$ cat config.mk
export PLATFORM = sky130hd
export DESIGN_NAME = dsd_tap_engine
export DESIGN_NICKNAME = d
export VERILOG_FILES = /design/src/rtl/dsd_pkg.sv /design/src/rtl/dsd_tap_line.sv /design/src/rtl/dsd_tap_engine.sv
export SDC_FILE = /design/constraint.sdc
export NUM_CORES = 1
export LEC_CHECK = 0
export ABC_AREA = 0
export CELL_PAD_IN_SITES_DETAIL_PLACEMENT = 0
export CELL_PAD_IN_SITES_GLOBAL_PLACEMENT = 1
export CORE_MARGIN = 2
export CORE_UTILIZATION = 37
export CTS_BUF_LIST = sky130_fd_sc_hd__clkbuf_16
export DETAILED_ROUTE_END_ITERATION = 10
export PLACE_DENSITY = 0.77
export SYNTH_ARGS = -nofsm -noshare
export SYNTH_HDL_FRONTEND = slang
export SYNTH_SLANG_ARGS = --single-unit
export TNS_END_PERCENT = 50
$ cat constraint.sdc
create_clock -name mclk -period 4.2 [get_ports mclk]
set_input_delay 0.63 -clock mclk [delete_from_list [all_inputs] [get_ports mclk]]
set_output_delay 0.63 -clock mclk [all_outputs]
set_load 0.005 [all_outputs]
$ cat src/rtl/dsd_pkg.sv
// dsd_pkg: shared constants and helpers for the DSD tap engine.
// Rate encoding, silence byte and the rate-to-divisor mapping.
package dsd_pkg;

   localparam logic [1:0] RATE_DSD64  = 2'd0;
   localparam logic [1:0] RATE_DSD128 = 2'd1;
   localparam logic [1:0] RATE_DSD256 = 2'd2;
   localparam logic [1:0] RATE_DSD512 = 2'd3;

   localparam logic [7:0] MUTE_BYTE = 8'h69;

   function automatic logic [3:0] dsd_div(input logic [1:0] rate);
      logic [3:0] d;
      d = 4'd8;
      unique case (rate)
         RATE_DSD64:  d = 4'd8;
         RATE_DSD128: d = 4'd4;
         RATE_DSD256: d = 4'd2;
         RATE_DSD512: d = 4'd1;
      endcase
      return d;
   endfunction

endpackage

$ cat src/rtl/dsd_tap_line.sv
// dsd_tap_line: one channel's word shifter and FIR tap delay line.
// Taps are presented with optional polarity inversion.
module dsd_tap_line
   import dsd_pkg::*;
#(
   parameter int TAPS = 8,
   parameter int WORD = 32
) (
   input  logic            clk,
   input  logic            reset,
   input  logic            load,
   input  logic [WORD-1:0] load_word,
   input  logic            tick,
   input  logic            mute_bit,
   input  logic            mute,
   input  logic            invert,
   output logic [TAPS-1:0] tap_out
);

   logic [WORD-1:0] shifter;
   logic [TAPS-1:0] taps;
   logic            in_bit;

   assign in_bit  = mute ? mute_bit : shifter[WORD-1];
   assign tap_out = taps ^ {TAPS{invert}};

   // word shifter: reload wins over shift, MSB goes out first
   always_ff @(posedge clk) begin
      if (reset)
         shifter <= '0;
      else if (load)
         shifter <= load_word;
      else if (tick)
         shifter <= {shifter[WORD-2:0], 1'b0};
   end

   // delay line: tap k lags tap 0 by k ticks
   always_ff @(posedge clk) begin
      if (reset) begin
         taps <= '0;
      end else if (tick) begin
         taps[0] <= in_bit;
         for (int k = 1; k < TAPS; k++)
            taps[k] <= taps[k-1];
      end
   end

endmodule

$ cat src/rtl/dsd_tap_engine.sv
// dsd_tap_engine: CHANNELS x TAPS DSD output engine with hold buffer.
// FSM, rate divider, bit counter and complementary pin drive.
module dsd_tap_engine
   import dsd_pkg::*;
#(
   parameter int CHANNELS = 2,
   parameter int TAPS     = 8,
   parameter int WORD     = 32
) (
   input  logic                     mclk,
   input  logic                     reset,
   input  logic                     enable,
   input  logic [1:0]               rate_sel,
   input  logic                     in_valid,
   output logic                     in_ready,
   input  logic [CHANNELS*WORD-1:0] in_data,
   input  logic                     mute,
   input  logic                     invert,
   output logic [CHANNELS*TAPS-1:0] dsd_p,
   output logic [CHANNELS*TAPS-1:0] dsd_n,
   output logic                     bit_strobe,
   output logic                     underrun,
   output logic                     running
);

   localparam int BW = $clog2(WORD);
   localparam int NB = CHANNELS * WORD / 8;
   localparam logic [BW-1:0] LAST = BW'(WORD - 1);

   localparam logic [1:0] S_IDLE  = 2'd0;
   localparam logic [1:0] S_RUN   = 2'd1;
   localparam logic [1:0] S_DRAIN = 2'd2;

   logic [1:0]               state;
   logic [1:0]               rate_q;
   logic [2:0]               div_q;
   logic [BW-1:0]            bit_cnt;
   logic                     hold_full;
   logic [CHANNELS*WORD-1:0] hold_word;
   logic [CHANNELS*WORD-1:0] silence;
   logic [CHANNELS*WORD-1:0] load_word;
   logic [3:0]               div_n;
   logic active, tick, last_bit, start, bnd;
   logic drain_done, load, use_hold, accept, mute_bit;

   assign div_n      = dsd_div(rate_q);
   assign active     = (state != S_IDLE);
   assign tick       = active && ({1'b0, div_q} == div_n - 4'd1);
   assign last_bit   = tick && (bit_cnt == LAST);
   assign start      = (state == S_IDLE) && enable && hold_full;
   assign bnd        = last_bit && (state == S_RUN);
   assign drain_done = last_bit && (state == S_DRAIN);
   assign load       = start || bnd;
   assign use_hold   = start || (bnd && hold_full);
   assign accept     = in_valid && in_ready;
   assign silence    = {NB{MUTE_BYTE}};
   assign load_word  = use_hold ? hold_word : silence;
   assign mute_bit   = MUTE_BYTE[3'd7 - bit_cnt[2:0]];

   assign in_ready = ~hold_full;
   assign underrun = bnd && !hold_full;
   assign running  = active;

   // run state machine; DRAIN only exits to IDLE
   always_ff @(posedge mclk) begin
      if (reset) begin
         state <= S_IDLE;
      end else begin
         unique case (state)
            S_IDLE:  if (start) state <= S_RUN;
            S_RUN:   if (!enable) state <= S_DRAIN;
            S_DRAIN: if (drain_done) state <= S_IDLE;
            default: state <= S_IDLE;
         endcase
      end
   end

   // rate divider and bit counter, restarted on every word load
   always_ff @(posedge mclk) begin
      if (reset) begin
         div_q   <= '0;
         bit_cnt <= '0;
         rate_q  <= RATE_DSD64;
      end else if (load) begin
         div_q   <= '0;
         bit_cnt <= '0;
         rate_q  <= rate_sel;
      end else if (!active) begin
         div_q   <= '0;
         bit_cnt <= '0;
      end else if (tick) begin
         div_q   <= '0;
         bit_cnt <= (bit_cnt == LAST) ? '0 : bit_cnt + 1'b1;
      end else begin
         div_q   <= div_q + 3'd1;
      end
   end

   // hold buffer occupancy; fill and drain never coincide
   always_ff @(posedge mclk) begin
      if (reset)
         hold_full <= 1'b0;
      else if (accept)
         hold_full <= 1'b1;
      else if (use_hold)
         hold_full <= 1'b0;
   end

   // hold buffer data capture
   always_ff @(posedge mclk) begin
      if (accept)
         hold_word <= in_data;
   end

   // strobe marks the cycle after each tap update
   always_ff @(posedge mclk) begin
      if (reset)
         bit_strobe <= 1'b0;
      else
         bit_strobe <= tick && !drain_done;
   end

   for (genvar c = 0; c < CHANNELS; c++) begin : g_ch
      logic [TAPS-1:0] taps;

      dsd_tap_line #(
         .TAPS (TAPS),
         .WORD (WORD)
      ) u_line (
         .clk       (mclk),
         .reset     (reset || drain_done),
         .load      (load),
         .load_word (load_word[c*WORD +: WORD]),
         .tick      (tick),
         .mute_bit  (mute_bit),
         .mute      (mute),
         .invert    (invert),
         .tap_out   (taps)
      );

      assign dsd_p[c*TAPS +: TAPS] = active ? taps  : '0;
      assign dsd_n[c*TAPS +: TAPS] = active ? ~taps : '0;
   end

endmodule
==> results.sh <==
export IMPL_grt_first_pass_wirelength_mm=26.4
export IMPL_worst_r2r_path_depth=6
export IMPL_cellLeakagePower_nw=2.81
export IMPL_globalRouteOverflowTotal=0
export IMPL_area_delta_synth_final_pct=26.7
export IMPL_setup_total_negative_slack_ns=0
export IMPL_detail_route_drc_violations=0
export IMPL_ant_diodes=0
export IMPL_tritoncts_num_sinks=158
export IMPL_type_of_the_tightest_min_delay_check="flip-flop to flip-flop"
export IMPL_first_pass_iters=5
export IMPL_max_clock_freq_ghz=0.308
export IMPL_track_usage=0.179
export IMPL_path_clk_slew_ns=0.06
export IMPL_vias=5344
export IMPL_power_clock_fraction=0.410
export IMPL_cts_buffers_inserted=17
export IMPL_cts_hold_buf=0
export IMPL_crit_reg2reg_launch="state[1]"
export IMPL_timing_hold_violations_final=0
export IMPL_postRouteAntennaNets=0
export IMPL_actual_transition_at_the_worst_max_transition_pin_ns=1.11
export IMPL_io_pins=108
export IMPL_syn_mean_instance_area_um2=10.2
export IMPL_die_width_um=138
export IMPL_worst_ep_required_time_ns=3.57
export IMPL_crit_path_max_fanout=35
export IMPL_cts_tree="yes"
export IMPL_routed_wirelength_mm=16.2
export IMPL_worstHoldPathCells=2
export IMPL_fin_nets=795
export IMPL_worstSetupEndpointType="output port"
export IMPL_port_buffers=107
export IMPL_worst_r2r_endpoint="g_ch[1].u_line.shifter[21]"
export IMPL_p_int_w=0.00266
export IMPL_synth_seq_area_share=0.576
export IMPL_master_cell_of_the_clock_root_buffer="clkbuf_16"
export IMPL_fin_crit_ns=3.25
export IMPL_max_cap_violation_count=0
export IMPL_cts_htree_levels=4
export IMPL_synth_net_count=719
export IMPL_clock_skew_ns=0.00865
export IMPL_outcome="finished clean"
export IMPL_setup_repair_after_global_routing_missed_its_margin="false"
export IMPL_route_detailed_vias_per_inst=5.58
export IMPL_placeableCoreArea_mm2=0.0174
export IMPL_die_area_mm2=0.0189
export IMPL_gp_routability_congestion=0.732
export IMPL_core_rowCount=48
export IMPL_timing_final_crit_share=0.774
export IMPL_whs_ns=0.451
export IMPL_initial_core_util=0.380
export IMPL_rrSetupSlack_ns=1.14
export IMPL_first_global_vias=5245
export IMPL_cp_slowest_stage_delay_ns=0.56
export IMPL_power_switching_fraction=0.226
export IMPL_power_density_mw_per_mm2=411
export IMPL_post_cts_setup_buffers=0
export IMPL_slew_violations=0
export IMPL_final_number_of_setup_violating_endpoints=0
export IMPL_final_common_cell="clkdlybuf4s50_1"
export IMPL_worstSkewPairLatency_ns=0.42
export IMPL_crit_path_kind="flip-flop to output port"
export IMPL_min_delay_start="g_ch[0].u_line.shifter[6]"
export IMPL_slew_headroom=0.258
export IMPL_final_fill_count=1539
export IMPL_ir_worst_vdd_mv=0.285
export IMPL_drt_iter0_markers=391
export IMPL_worstHoldEndpoint="g_ch[0].u_line.shifter[6]"
export IMPL_synth_async_sr_flop_share=0
export IMPL_final_layout_size_suffix_gt1_frac=0.0682
export IMPL_number_of_synthesized_flops_with_an_enable_pin=64
export IMPL_netlist_instances=644
export IMPL_antenna_found_initial=0
export IMPL_wl_per_cell_um=16.9
export IMPL_hpwlAfterDp_mm=9.86
export IMPL_post_synth_instance_area_mm2=0.00660
export IMPL_worst_endpoint_arrival_ns=2.62
export IMPL_most_common_layout_cells="clkdlybuf4s50_1 (107), dfxtp_1 (94), a21oi_1 (78), edfxtp_1 (64), nand2_1 (61)"
export IMPL_die_height_um=138
export IMPL_critical_path_startpoint_type="flip-flop"
export IMPL_comb_power_share=0.087
export IMPL_crit_chain="nor2_4 > a311oi_2 > nand2_1 > nor3_1 > clkdlybuf4s50_1"
export IMPL_p_sw_w=0.000775
export IMPL_grt_max_degree=116
export IMPL_synth_top_flop_cell="dfxtp_1"
export IMPL_reg_power_frac=0.503
export IMPL_synth_seq_cells=158
export IMPL_ys_types=40
export IMPL_synth_yosys_warnings=0
export IMPL_post_cts_resize_count=0
export IMPL_cts_buffer_depth=2
export IMPL_crit_slowest_cell="clkdlybuf4s50_1"
[routing by layer]
metal | GRT usage | vias to the layer above | wire length [um]
met5 | 0 | - | 0
met4 | 0.0699 | 0 | 282
met3 | 0.0456 | 21 | 1060
met2 | 0.295 | 204 | 7710
met1 | 0.227 | 2551 | 7100
li1 | - | 2568 | -
[cell usage after synthesis, types with 12 or more instances]
master      n  area share
nand2_1    61       0.035
nor2_1     26       0.015
clkbuf_1   42       0.024
a21oi_1    80       0.061
o221ai_1   24       0.032
a2111oi_1  25       0.038
nor2b_1    17       0.016
inv_1      12      0.0068
buf_2      13      0.0099
nor3_1     53       0.040
xor2_1     14       0.019
or3_1      23       0.022
edfxtp_1   64        0.29
a2111oi_0  13       0.017
dfxtp_1    94        0.29
o22ai_1    30       0.028
[worst max-delay path by stage]
stage               from           end  slack (ns)  cells past startpoint
6_report        state[1]      underrun        0.95                      5
2_1_floorplan  hold_full  hold_word[0]        0.13                      3
3_3_place_gp      invert     dsd_p[12]        1.08                      4
5_1_grt         state[1]      underrun        0.79                      5
4_1_cts         state[1]      underrun        0.92                      5
3_5_place_dp      invert      dsd_p[4]        0.98                      4
[power groups by stage]
stage               clock network (W)  registers, W  logic (W)
floorplan                           0       0.00174   0.000159
global placement                    0       0.00176   0.000291
detailed placement                  0       0.00176   0.000300
CTS                           0.00144       0.00173   0.000301
global route                  0.00150       0.00173   0.000331
finish                        0.00141       0.00173   0.000299
[state kept, by name, indices dropped and copies added, names as in the netlist]
signal	count
hold_word	64
g_ch.u_line.shifter	64
g_ch.u_line.taps	16
bit_cnt	5
state	2
hold_full	1
rate_q	2
bit_strobe	1
div_q	3
[layout make-up]
class | count | area (um^2) | share of cell area
Clock buffer | 18 | 450 | 0.0539
Timing Repair Buffer | 120 | 1190 | 0.143
Tap cell | 225 | 282 | 0.0337
Inverter | 13 | 48.8 | 0.00584
Sequential cell | 158 | 3800 | 0.455
Clock inverter | 14 | 88.8 | 0.0106
Multi-Input combinational cell | 410 | 2490 | 0.298
[per-stage QoR]
| step | setup WS, ns | util | instances | total power, W | instance area (um^2) |
|---|---|---|---|---|---|
| 2_1_floorplan | 0.133 | - | 644 | 0.00190 | 6600 |
| 3_3_place_gp | 1.08 | 0.450 | 926 | 0.00205 | 7820 |
| 3_5_place_dp | 0.975 | 0.450 | 926 | 0.00206 | 7820 |
| 4_1_cts | 0.923 | 0.482 | 958 | 0.00347 | 8360 |
| 5_1_grt | 0.794 | 0.482 | 958 | 0.00356 | 8360 |
| 6_report | 0.950 | 0.482 | 958 | 0.00343 | 8360 |
[worst max-delay path: cells and delay by family (launching register included)]
| kind | cells | cell delay (ns) |
|---|---|---|
| buffers and inverters | 1 | 0.56 |
| AOI/OAI and AO/OA | 1 | 0.50 |
| and+or+nand+nor | 3 | 0.61 |
| DFF | 1 | 0.54 |
[kinds of logic after synthesis]
kind of cell / Yosys count / synth area share
compound gates: 185 / 0.191
xor+xnor: 20 / 0.0265
fa+ha+maj: 3 / 0.00569
buf+inv: 76 / 0.0497
flops: 158 / 0.576
mux: 2 / 0.00303
simple gates: 200 / 0.148
Power figures use the tool's default switching activity.
